$ cat src/rtl/conv_window_buffer_pkg.sv
// Shared constants and types for the sliding-window front end of the CNN pipeline.
// Defaults match the network parameter header; coordinate widths are derived here.
package conv_window_buffer_pkg;

  localparam int unsigned DEF_PIXEL_W = 9;
  localparam int unsigned DEF_IMG_W   = 36;
  localparam int unsigned DEF_IMG_H   = 36;
  localparam int unsigned DEF_K       = 3;
  localparam int unsigned DEF_X_W     = $clog2(DEF_IMG_W);
  localparam int unsigned DEF_Y_W     = $clog2(DEF_IMG_H);
  localparam int unsigned DEF_WIN_W   = DEF_K * DEF_K * DEF_PIXEL_W;

  typedef logic [DEF_PIXEL_W-1:0] pixel_t;

endpackage

$ cat src/rtl/conv_window_buffer_if.sv
// Pixel-in / window-out bundle between camera source, window buffer and conv stage.
interface conv_window_buffer_if
  import conv_window_buffer_pkg::*;
#(
  parameter int unsigned PIXEL_W = DEF_PIXEL_W,
  parameter int unsigned K       = DEF_K,
  parameter int unsigned X_W     = DEF_X_W,
  parameter int unsigned Y_W     = DEF_Y_W
);

  logic                     sof;
  logic                     pixel_valid;
  logic [PIXEL_W-1:0]       pixel_in;
  logic                     window_valid;
  logic [K*K*PIXEL_W-1:0]   window;
  logic [X_W-1:0]           win_x;
  logic [Y_W-1:0]           win_y;

  modport master (
    output sof, pixel_valid, pixel_in,
    input  window_valid, window, win_x, win_y
  );

  modport slave (
    input  sof, pixel_valid, pixel_in,
    output window_valid, window, win_x, win_y
  );

endinterface

$ cat src/rtl/conv_window_buffer_line_delay.sv
// Enable-gated DEPTH-stage delay line holding one image row of pixels.
module line_delay #(
  parameter int unsigned DEPTH = 36,
  parameter int unsigned WIDTH = 9
) (
  input  logic             clock,
  input  logic             reset,
  input  logic             en,
  input  logic [WIDTH-1:0] din,
  output logic [WIDTH-1:0] dout
);

  logic [WIDTH-1:0] sr_q [DEPTH];

  always_ff @(posedge clock or negedge reset) begin
    if (!reset) begin
      for (int unsigned i = 0; i < DEPTH; i++) sr_q[i] <= '0;
    end else if (en) begin
      sr_q[0] <= din;
      for (int unsigned i = 1; i < DEPTH; i++) sr_q[i] <= sr_q[i-1];
    end
  end

  assign dout = sr_q[DEPTH-1];

endmodule

$ cat src/rtl/conv_window_buffer.sv
// Streaming KxK window generator: line buffers plus shift array, one window per
// accepted pixel whose position completes a full in-frame neighbourhood.
module conv_window_buffer
  import conv_window_buffer_pkg::*;
#(
  parameter int unsigned IMG_W   = DEF_IMG_W,
  parameter int unsigned IMG_H   = DEF_IMG_H,
  parameter int unsigned K       = DEF_K,
  parameter int unsigned PIXEL_W = DEF_PIXEL_W,
  parameter int unsigned X_W     = DEF_X_W,
  parameter int unsigned Y_W     = DEF_Y_W
) (
  input  logic               clock,
  input  logic               reset,
  conv_window_buffer_if.slave bus
);

  localparam int unsigned WIN_W = K * K * PIXEL_W;

  logic [X_W-1:0]     col_q, col_d, cur_col;
  logic [Y_W-1:0]     row_q, row_d, cur_row;
  logic [PIXEL_W-1:0] lb_in  [K-1];
  logic [PIXEL_W-1:0] lb_out [K-1];
  logic [PIXEL_W-1:0] sa_q   [K][K];
  logic [PIXEL_W-1:0] sa_d   [K][K];
  logic               window_valid_q, window_valid_d;
  logic [WIN_W-1:0]   window_q, window_d;
  logic [X_W-1:0]     win_x_q, win_x_d;
  logic [Y_W-1:0]     win_y_q, win_y_d;

  // Buffer i delays the pixel stream by (i+1) rows; each feeds the next.
  for (genvar i = 0; i < int'(K) - 1; i++) begin : g_lb
    if (i == 0) begin : g_first
      assign lb_in[i] = bus.pixel_in;
    end else begin : g_chain
      assign lb_in[i] = lb_out[i-1];
    end
    line_delay #(
      .DEPTH (IMG_W),
      .WIDTH (PIXEL_W)
    ) u_line_delay (
      .clock (clock),
      .reset (reset),
      .en    (bus.pixel_valid),
      .din   (lb_in[i]),
      .dout  (lb_out[i])
    );
  end

  // Position tracking, shift-array update and window capture.
  always_comb begin
    cur_col        = bus.sof ? '0 : col_q;
    cur_row        = bus.sof ? '0 : row_q;
    col_d          = col_q;
    row_d          = row_q;
    sa_d           = sa_q;
    window_valid_d = 1'b0;
    window_d       = window_q;
    win_x_d        = win_x_q;
    win_y_d        = win_y_q;

    if (bus.pixel_valid) begin
      if (cur_col == X_W'(IMG_W - 1)) begin
        col_d = '0;
        row_d = (cur_row == Y_W'(IMG_H - 1)) ? '0 : cur_row + Y_W'(1);
      end else begin
        col_d = cur_col + X_W'(1);
        row_d = cur_row;
      end

      for (int unsigned r = 0; r < K; r++) begin
        for (int unsigned c = 0; c < K - 1; c++) sa_d[r][c] = sa_q[r][c+1];
      end
      for (int unsigned r = 0; r < K - 1; r++) sa_d[r][K-1] = lb_out[K-2-r];
      sa_d[K-1][K-1] = bus.pixel_in;

      // Stale line-buffer data after a mid-frame sof stays hidden behind this gate.
      if (cur_col >= X_W'(K - 1) && cur_row >= Y_W'(K - 1)) begin
        window_valid_d = 1'b1;
        for (int unsigned r = 0; r < K; r++) begin
          for (int unsigned c = 0; c < K; c++) begin
            window_d[(r*K+c)*PIXEL_W +: PIXEL_W] = sa_d[r][c];
          end
        end
        win_x_d = cur_col - X_W'(K - 1);
        win_y_d = cur_row - Y_W'(K - 1);
      end
    end
  end

  always_ff @(posedge clock or negedge reset) begin
    if (!reset) begin
      col_q          <= '0;
      row_q          <= '0;
      window_valid_q <= 1'b0;
      window_q       <= '0;
      win_x_q        <= '0;
      win_y_q        <= '0;
      for (int unsigned r = 0; r < K; r++) begin
        for (int unsigned c = 0; c < K; c++) sa_q[r][c] <= '0;
      end
    end else begin
      col_q          <= col_d;
      row_q          <= row_d;
      window_valid_q <= window_valid_d;
      window_q       <= window_d;
      win_x_q        <= win_x_d;
      win_y_q        <= win_y_d;
      sa_q           <= sa_d;
    end
  end

  assign bus.window_valid = window_valid_q;
  assign bus.window       = window_q;
  assign bus.win_x        = win_x_q;
  assign bus.win_y        = win_y_q;

endmodule
$ cat src/flat_wrapper.sv
// flat-port wrapper written by rule: the top's interface ports become plain ports
module conv_window_buffer_flat import conv_window_buffer_pkg::*;
#(
  parameter int unsigned IMG_W   = DEF_IMG_W,
  parameter int unsigned IMG_H   = DEF_IMG_H,
  parameter int unsigned K       = DEF_K,
  parameter int unsigned PIXEL_W = DEF_PIXEL_W,
  parameter int unsigned X_W     = DEF_X_W,
  parameter int unsigned Y_W     = DEF_Y_W
)
  (clock, reset, bus_sof, bus_pixel_valid, bus_pixel_in, bus_window_valid, bus_window, bus_win_x, bus_win_y);
  conv_window_buffer_if #(.PIXEL_W(PIXEL_W), .K(K), .X_W(X_W), .Y_W(Y_W)) bus_i ();
  input  logic clock;
  input  logic reset;
  input wire logic [$bits(bus_i.sof)-1:0] bus_sof;
  input wire logic [$bits(bus_i.pixel_valid)-1:0] bus_pixel_valid;
  input wire logic [$bits(bus_i.pixel_in)-1:0] bus_pixel_in;
  output wire logic [$bits(bus_i.window_valid)-1:0] bus_window_valid;
  output wire logic [$bits(bus_i.window)-1:0] bus_window;
  output wire logic [$bits(bus_i.win_x)-1:0] bus_win_x;
  output wire logic [$bits(bus_i.win_y)-1:0] bus_win_y;
  assign bus_i.sof = bus_sof;
  assign bus_i.pixel_valid = bus_pixel_valid;
  assign bus_i.pixel_in = bus_pixel_in;
  assign bus_window_valid = bus_i.window_valid;
  assign bus_window = bus_i.window;
  assign bus_win_x = bus_i.win_x;
  assign bus_win_y = bus_i.win_y;
  conv_window_buffer #(.IMG_W(IMG_W), .IMG_H(IMG_H), .K(K), .PIXEL_W(PIXEL_W), .X_W(X_W), .Y_W(Y_W)) u_core (.clock(clock), .reset(reset), .bus(bus_i));
endmodule
$ cat config.mk
export PLATFORM = sky130hd
export DESIGN_NAME = conv_window_buffer_flat
export DESIGN_NICKNAME = d
export VERILOG_FILES = /design/src/rtl/conv_window_buffer_pkg.sv /design/src/rtl/conv_window_buffer_if.sv /design/src/rtl/conv_window_buffer_line_delay.sv /design/src/rtl/conv_window_buffer.sv /design/src/flat_wrapper.sv
export SDC_FILE = /design/constraint.sdc
export NUM_CORES = 1
export LEC_CHECK = 0
export CORE_MARGIN = 10
export CORE_UTILIZATION = 60
export CTS_CLUSTER_DIAMETER = 30
export DETAILED_ROUTE_END_ITERATION = 8
export GPL_TIMING_DRIVEN = 1
export PLACE_DENSITY = 0.88
export SYNTH_ARGS = -nofsm -noshare
export SYNTH_HDL_FRONTEND = slang
export SYNTH_HIERARCHICAL = 1
export SYNTH_SLANG_ARGS = --single-unit
$ cat constraint.sdc
create_clock -name clock -period 3.9 [get_ports clock]
set_input_delay 0.975 -clock clock [delete_from_list [all_inputs] [get_ports clock]]
set_output_delay 0.975 -clock clock [all_outputs]
set_load 0.01 [all_outputs]
==> impl_metrics.ini, run 1 <==
[status]
status = complete, no violations

[die]
fp.dieArea_um2 = 61500
die_h_um = 248
num_io_pins = 107
initial_core_util_pct = 60.7
fp-row-count = 83
die_width_um = 248
core_area_um2 = 51400

[timing]
clock.fmax_mhz = 303
finClkSkew_ps = 19.9
post-route-period-util_pct = 84.5
setup_viol = 0
slew_headroom_pct = 18.9
finalHoldViolCount = 0
drv_slew = 0
finalCriticalPeriod_ps = 3300
fin_tns_setup_ps = 0
tightestPinTransition_ps = 1220
finalHoldWorstSlack_ps = 399
rsz0062_at_grt = no

[synth]
yosysUniqueCellTypes = 43
synth_cells = 1817
synth_seq_area_share_pct = 64.8
ys_warn_count = 6
avgSynthCellArea_um2 = 17.2
synth_nets = 1837
synth_seq_cells = 808
synth.cell_area_um2 = 31200

[worst_setup_path]
worstRegToRegCells = 7
worst-setup-path-type = input pin to flop
reg2reg_to = u_core/bus.window[50]
crit_arrival_ps = 3810
path_max_fanout = 90
worst_setup_path_start_kind = input pin
cp-startpoint = bus_sof
end_kind = flop
crit_end = u_core/bus.window[50]
r2r_slack_ps = 1070
critPathRequiredTime_ps = 4410
rr_startpoint = u_core/col_q[1]

[cells_and_area]
drive_gt1_share_pct = 50.3
syn2layout_area_growth_pct = 18.0
fin_nets = 1979
n_fill_cell = 2804
num_antenna_cells = 0

[clock_tree]
post_cts_buffers = 0
clock_latency_ps = 650
cts-buffers-inserted = 118
cts_resized = 0
ctsHoldBuffers = 0
path_clk_slew_ps = 60
cts_tree = yes
clockBufferDepth = 3
cts_root_buffer = clkbuf_16
htreeDepth = 3
numClockSinks = 808

[global_routing]
antenna_found_initial = 0
grt_pass1_vias = 17500
grt_util_all_layers_pct = 19.5
grt_max_degree = 213
grt_pass1_wl_mm = 96.4
grt_overflow = 0

[run]
cap_violations = 0

[placement]
gp_congestion = 0.823
dp_hpwl_mm = 29.9
port-buffer-count = 106

[detailed_routing]
drt_iter0_drc = 1004
vias = 15300
ant_nets = 0
drcViolationCount = 0
drt-pass1-iter-count = 5
vias_per_cell = 5.58
wirelength_mm = 58.4
wl_per_cell_um = 21.3

[power_and_ir_drop]
vdd.ir_drop.worst_mv = 0.429
finalPower_mw = 23.5
powerDensity_nw_per_um2 = 638
p_leak_nw = 17.9

[worst_hold_path]
min_path_type = input pin to asynchronous set/reset pin
-- where the power goes --
part | switching (mW) | internal, mW | total [mW]
registers | 0.698 | 9.60 | 10.3
logic | 0.732 | 1.09 | 1.82
clock network | 3.98 | 7.38 | 11.4
total | 5.41 | 18.1 | 23.5
-- layout make-up --
class | instances | area [um2] | area share, %
Sequential cell | 808 | 20200 | 54.9
Multi-Input combinational cell | 887 | 9900 | 26.9
Clock buffer | 151 | 3340 | 9.08
Timing Repair Buffer | 133 | 1440 | 3.90
Clock inverter | 72 | 1010 | 2.75
Tap cell | 680 | 851 | 2.31
Inverter | 11 | 46.3 | 0.126
-- metrics by stage --
stage	area (um2)	std cells	util [%]	setup slack (ps)
after floorplan	31200	1817	-	922
after global placement	32500	2519	63.1	114
after detailed placement	32500	2519	63.1	0.519
after CTS	36800	2742	71.6	659
after global routing	36800	2742	71.6	543
final	36800	2742	71.6	604
-- placed cells by master, fill, tap and decap left out, types with 2 or more instances in the layout --
cell type,netlist,layout
a21oi_1,3,3
a31oi_1,4,4
buf_12,0,13
buf_4,18,14
buf_8,0,2
bufinv_16,0,19
clkbuf_1,11,10
clkbuf_16,0,121
clkbuf_8,0,20
clkdlybuf4s50_1,0,104
clkinv_2,0,9
clkinv_4,0,7
clkinv_8,0,2
clkinvlp_4,0,13
dfrtp_1,808,808
ha_1,7,7
inv_1,10,10
inv_6,1,18
inv_8,0,5
mux2_2,703,703
mux2_4,88,88
mux2i_1,3,3
nand2_1,16,16
nand2b_1,3,3
nand3_1,4,4
nand4_1,2,2
nor2_1,6,6
nor2b_1,4,4
nor3_1,3,3
o21ai_0,11,11
o22a_1,2,2
o2bb2ai_1,3,3
o41ai_1,2,2
xnor2_1,5,5
-- how the worst min path moves through the flow --
stage	endpoint	slack, ps	cells past startpoint	start
floorplan	u_core/col_q[1]	460	2	u_core/col_q[1]
global placement	u_core/g_lb[1].u_line_delay/sr_q[132]	480	1	u_core/g_lb[1].u_line_delay/sr_q[132]
detailed placement	u_core/g_lb[1].u_line_delay/sr_q[124]	490	1	u_core/g_lb[1].u_line_delay/sr_q[133]
CTS	u_core/g_lb[1].u_line_delay/sr_q[265]	440	1	reset
global route	u_core/g_lb[1].u_line_delay/sr_q[265]	430	1	reset
finish	u_core/g_lb[1].u_line_delay/sr_q[255]	400	1	reset
-- worst max-delay path, cell delays in order --
cell,delay (ps)
clkdlybuf4s50_1,530
inv_1,80
nand2_1,120
ha_1,250
or3_1,190
o221ai_4,120
o21bai_4,240
inv_6,870
mux2_4,360
-- per-layer routing --
layer	global-route usage [%]	vias to the layer above	wire [um]
li1	-	6745	-
met2	34.2	315	30800
met1	23.8	8114	23900
met4	6.67	0	1420
met5	0	-	0
met3	3.79	120	2230
-- synthesized netlist by cell type (all sizes together) --
master	instances	share of area (%)
nor2	6	0.072
a21boi	1	0.024
and2b	1	0.024
a21oi	3	0.048
ha	7	0.28
mux2	791	30
o311ai	1	0.028
o22a	2	0.056
mux2i	3	0.096
o41ai	2	0.056
a32o	1	0.032
a31oi	4	0.080
nor4b	1	0.028
clkbuf	11	0.13
dfrtp	808	65
nor2b	4	0.080
o21bai	2	0.084
nor3b	1	0.024
o21ai	11	0.18
buf	100	3.1
nand3	4	0.064
nand4	2	0.040
o22ai	1	0.020
and4b	1	0.032
inv	11	0.15
or4	1	0.024
and2	2	0.040
nand2b	3	0.060
o2bb2ai	3	0.084
xnor2	5	0.14
a211o	1	0.028
nor3	3	0.048
nand2	16	0.19
o31a	1	0.028
or3	2	0.056
o221ai	1	0.084
-- cells by family after synthesis --
kind of cell             count (synthesis)  synth area share, %
buffers and inverters                  122                 3.41
AO/OA/AOI/OAI                           34                0.831
flip-flops                             808                 64.8
AND/OR/NAND/NOR                         47                0.786
adder cells (fa/ha/maj)                  7                0.281
XOR/XNOR                                 5                0.140
multiplexers                           794                 29.7
-- flip-flops by register name, summed over array words and instances (netlist names) --
register                       cells
u_core/bus.win_x                   6
u_core/bus.win_y                   6
u_core/bus.window                 81
u_core/bus.window_valid            1
u_core/col_q                       6
u_core/g_lb.u_line_delay/dout     18
u_core/g_lb.u_line_delay/sr_q    630
u_core/row_q                       6
u_core/sa_q                       54
(Power assumes the default switching activity.)
==> run 2: changes to the inputs <==
Settings changed: CORE_UTILIZATION 60 to 55, PLACE_DENSITY 0.88 to 0.86.
Clock period 3.9 ns to 2.7 ns, I/O delays scaled along.
==> impl_metrics.ini, run 2 (same netlist as run 1, synthesis figures left out) <==
[placement]
port-buffer-count = 106
dp_hpwl_mm = 32.2
placed_cell_area_um2 = 32900
dp_cells = 2633
gp_congestion = 0.766

[power_and_ir_drop]
finalPower_mw = 33.9
powerDensity_nw_per_um2 = 908
p_leak_nw = 18.1
vdd.ir_drop.worst_mv = 0.590

[cells_and_area]
fin_cells = 2861
drive_gt1_share_pct = 51.5
n_fill_cell = 3328
final_cell_mix = dfrtp_1 (808), mux2_2 (703), clkbuf_16 (123)
syn2layout_area_growth_pct = 19.6
largest_register_ffs = 630
num_antenna_cells = 0
fin_nets = 2020
regMostFlops = u_core/g_lb.u_line_delay/sr_q
postLayoutCellArea_um2 = 37300
final_common_cell = dfrtp_1

[global_routing]
busiest_layer = met2
grt_util_all_layers_pct = 18.0
grt_max_degree = 114
grt_pass1_wl_mm = 97.2
grt_pass1_vias = 17600
grt_overflow = 0
grt_use_met3_pct = 3.23
grtUsageMet2_pct = 31.9
use_met1_pct = 21.7
antenna_found_initial = 1

[clock_tree]
cts-buffers-inserted = 120
post_cts_buffers = 0
cts_tree = yes
clockBufferDepth = 3
numClockSinks = 808
cts_root_buffer = clkbuf_16
htreeDepth = 3
clock_latency_ps = 670
path_clk_slew_ps = 60

[worst_setup_path]
path_delay_family = buffers and inverters
cpPeakStageDelay_ps = 610
crit_arrival_ps = 1810
worst-setup-path-type = flop to output port
crit_slowest_cell = clkdlybuf4s50_1
end_kind = output port
path_cells = clkdlybuf4s50_1
critPathRequiredTime_ps = 2030
worst_setup_path_start_kind = flop
critPathBufInv = 1
path_max_fanout = 2

[timing]
clock.fmax_mhz = 403
tightestPinTransition_ps = 654
finalCriticalPeriod_ps = 2480
finClkSkew_ps = 25.7
post-route-period-util_pct = 91.9
drv_slew = 0
setup_viol = 0
rsz0062_at_grt = no
fin_tns_setup_ps = 0
slew_headroom_pct = 56.4
finalHoldViolCount = 0

[detailed_routing]
vias = 15400
drcViolationCount = 0
wl_per_cell_um = 20.6
drt-pass1-iter-count = 4
vias_per_cell = 5.38
wirelength_mm = 59.0
drt_iter0_drc = 872
ant_nets = 0

[die]
initial_core_util_pct = 55.4
core_area_um2 = 56300
fp.dieArea_um2 = 66600
die_width_um = 258
fp-row-count = 87
num_io_pins = 107
die_h_um = 258

[run]
cap_violations = 0

[status]
status = complete, no violations

[worst_hold_path]
min_path_type = input pin to flop
==> run 2: timing repair <==
action / 4_1_cts / 5_1_grt
hold buffers: 1 / 0
resized for setup: 0 / 0
endpoints found under the hold margin: 29 / 0
==> run 2: worst paths after layout <==
kind	from	endpoint	slack [ps]	depth (start not counted)
max in group asynchronous	reset	u_core/g_lb[1].u_line_delay/sr_q[153]	1240	4
setup reg to reg	u_core/col_q[1]	u_core/bus.window[25]	370	8
hold reg to reg	u_core/g_lb[1].u_line_delay/sr_q[128]	u_core/g_lb[1].u_line_delay/sr_q[119]	480	1
setup / recovery	u_core/bus.window[50]	bus_window[50]	220	1
min in group asynchronous	reset	u_core/g_lb[1].u_line_delay/sr_q[309]	520	2
hold / removal	bus_pixel_valid	u_core/col_q[0]	380	3
==> run 2: stage by stage <==
step / worst slack, ps / utilization [%] / hold slack, ps
2_1_floorplan: 22.4 / - / 379
6_report: 218 / 66.3 / 379
3_5_place_dp: -370 / 58.5 / 486
5_1_grt: 176 / 66.3 / 375
3_3_place_gp: -304 / 58.5 / 483
4_1_cts: 184 / 66.3 / 337
==> run 2: final cells by class <==
type                    instances  area, um2  share of cell area, %
well taps                     756        946                   2.54
clock inverters                92       1150                   3.08
multi-input cells             887       9900                   26.5
inverters                      11       46.3                  0.124
flip-flops and latches        808      20200                   54.2
clock buffers                 135       3200                   8.58
repair buffers                172       1840                   4.94
==> run 2: routing by layer <==
layer  wire [um]  vias to the layer above
li1            -                     6825
met4        1140                        0
met5           0                        -
met3        2170                       88
met2       31400                      278
met1       24300                     8193
==> run 2: power by group <==
part | switching [mW] | total, mW | internal, mW
registers | 0.998 | 14.9 | 13.9
clock network | 6.02 | 16.4 | 10.3
logic | 1.08 | 2.68 | 1.60
total | 8.10 | 33.9 | 25.8
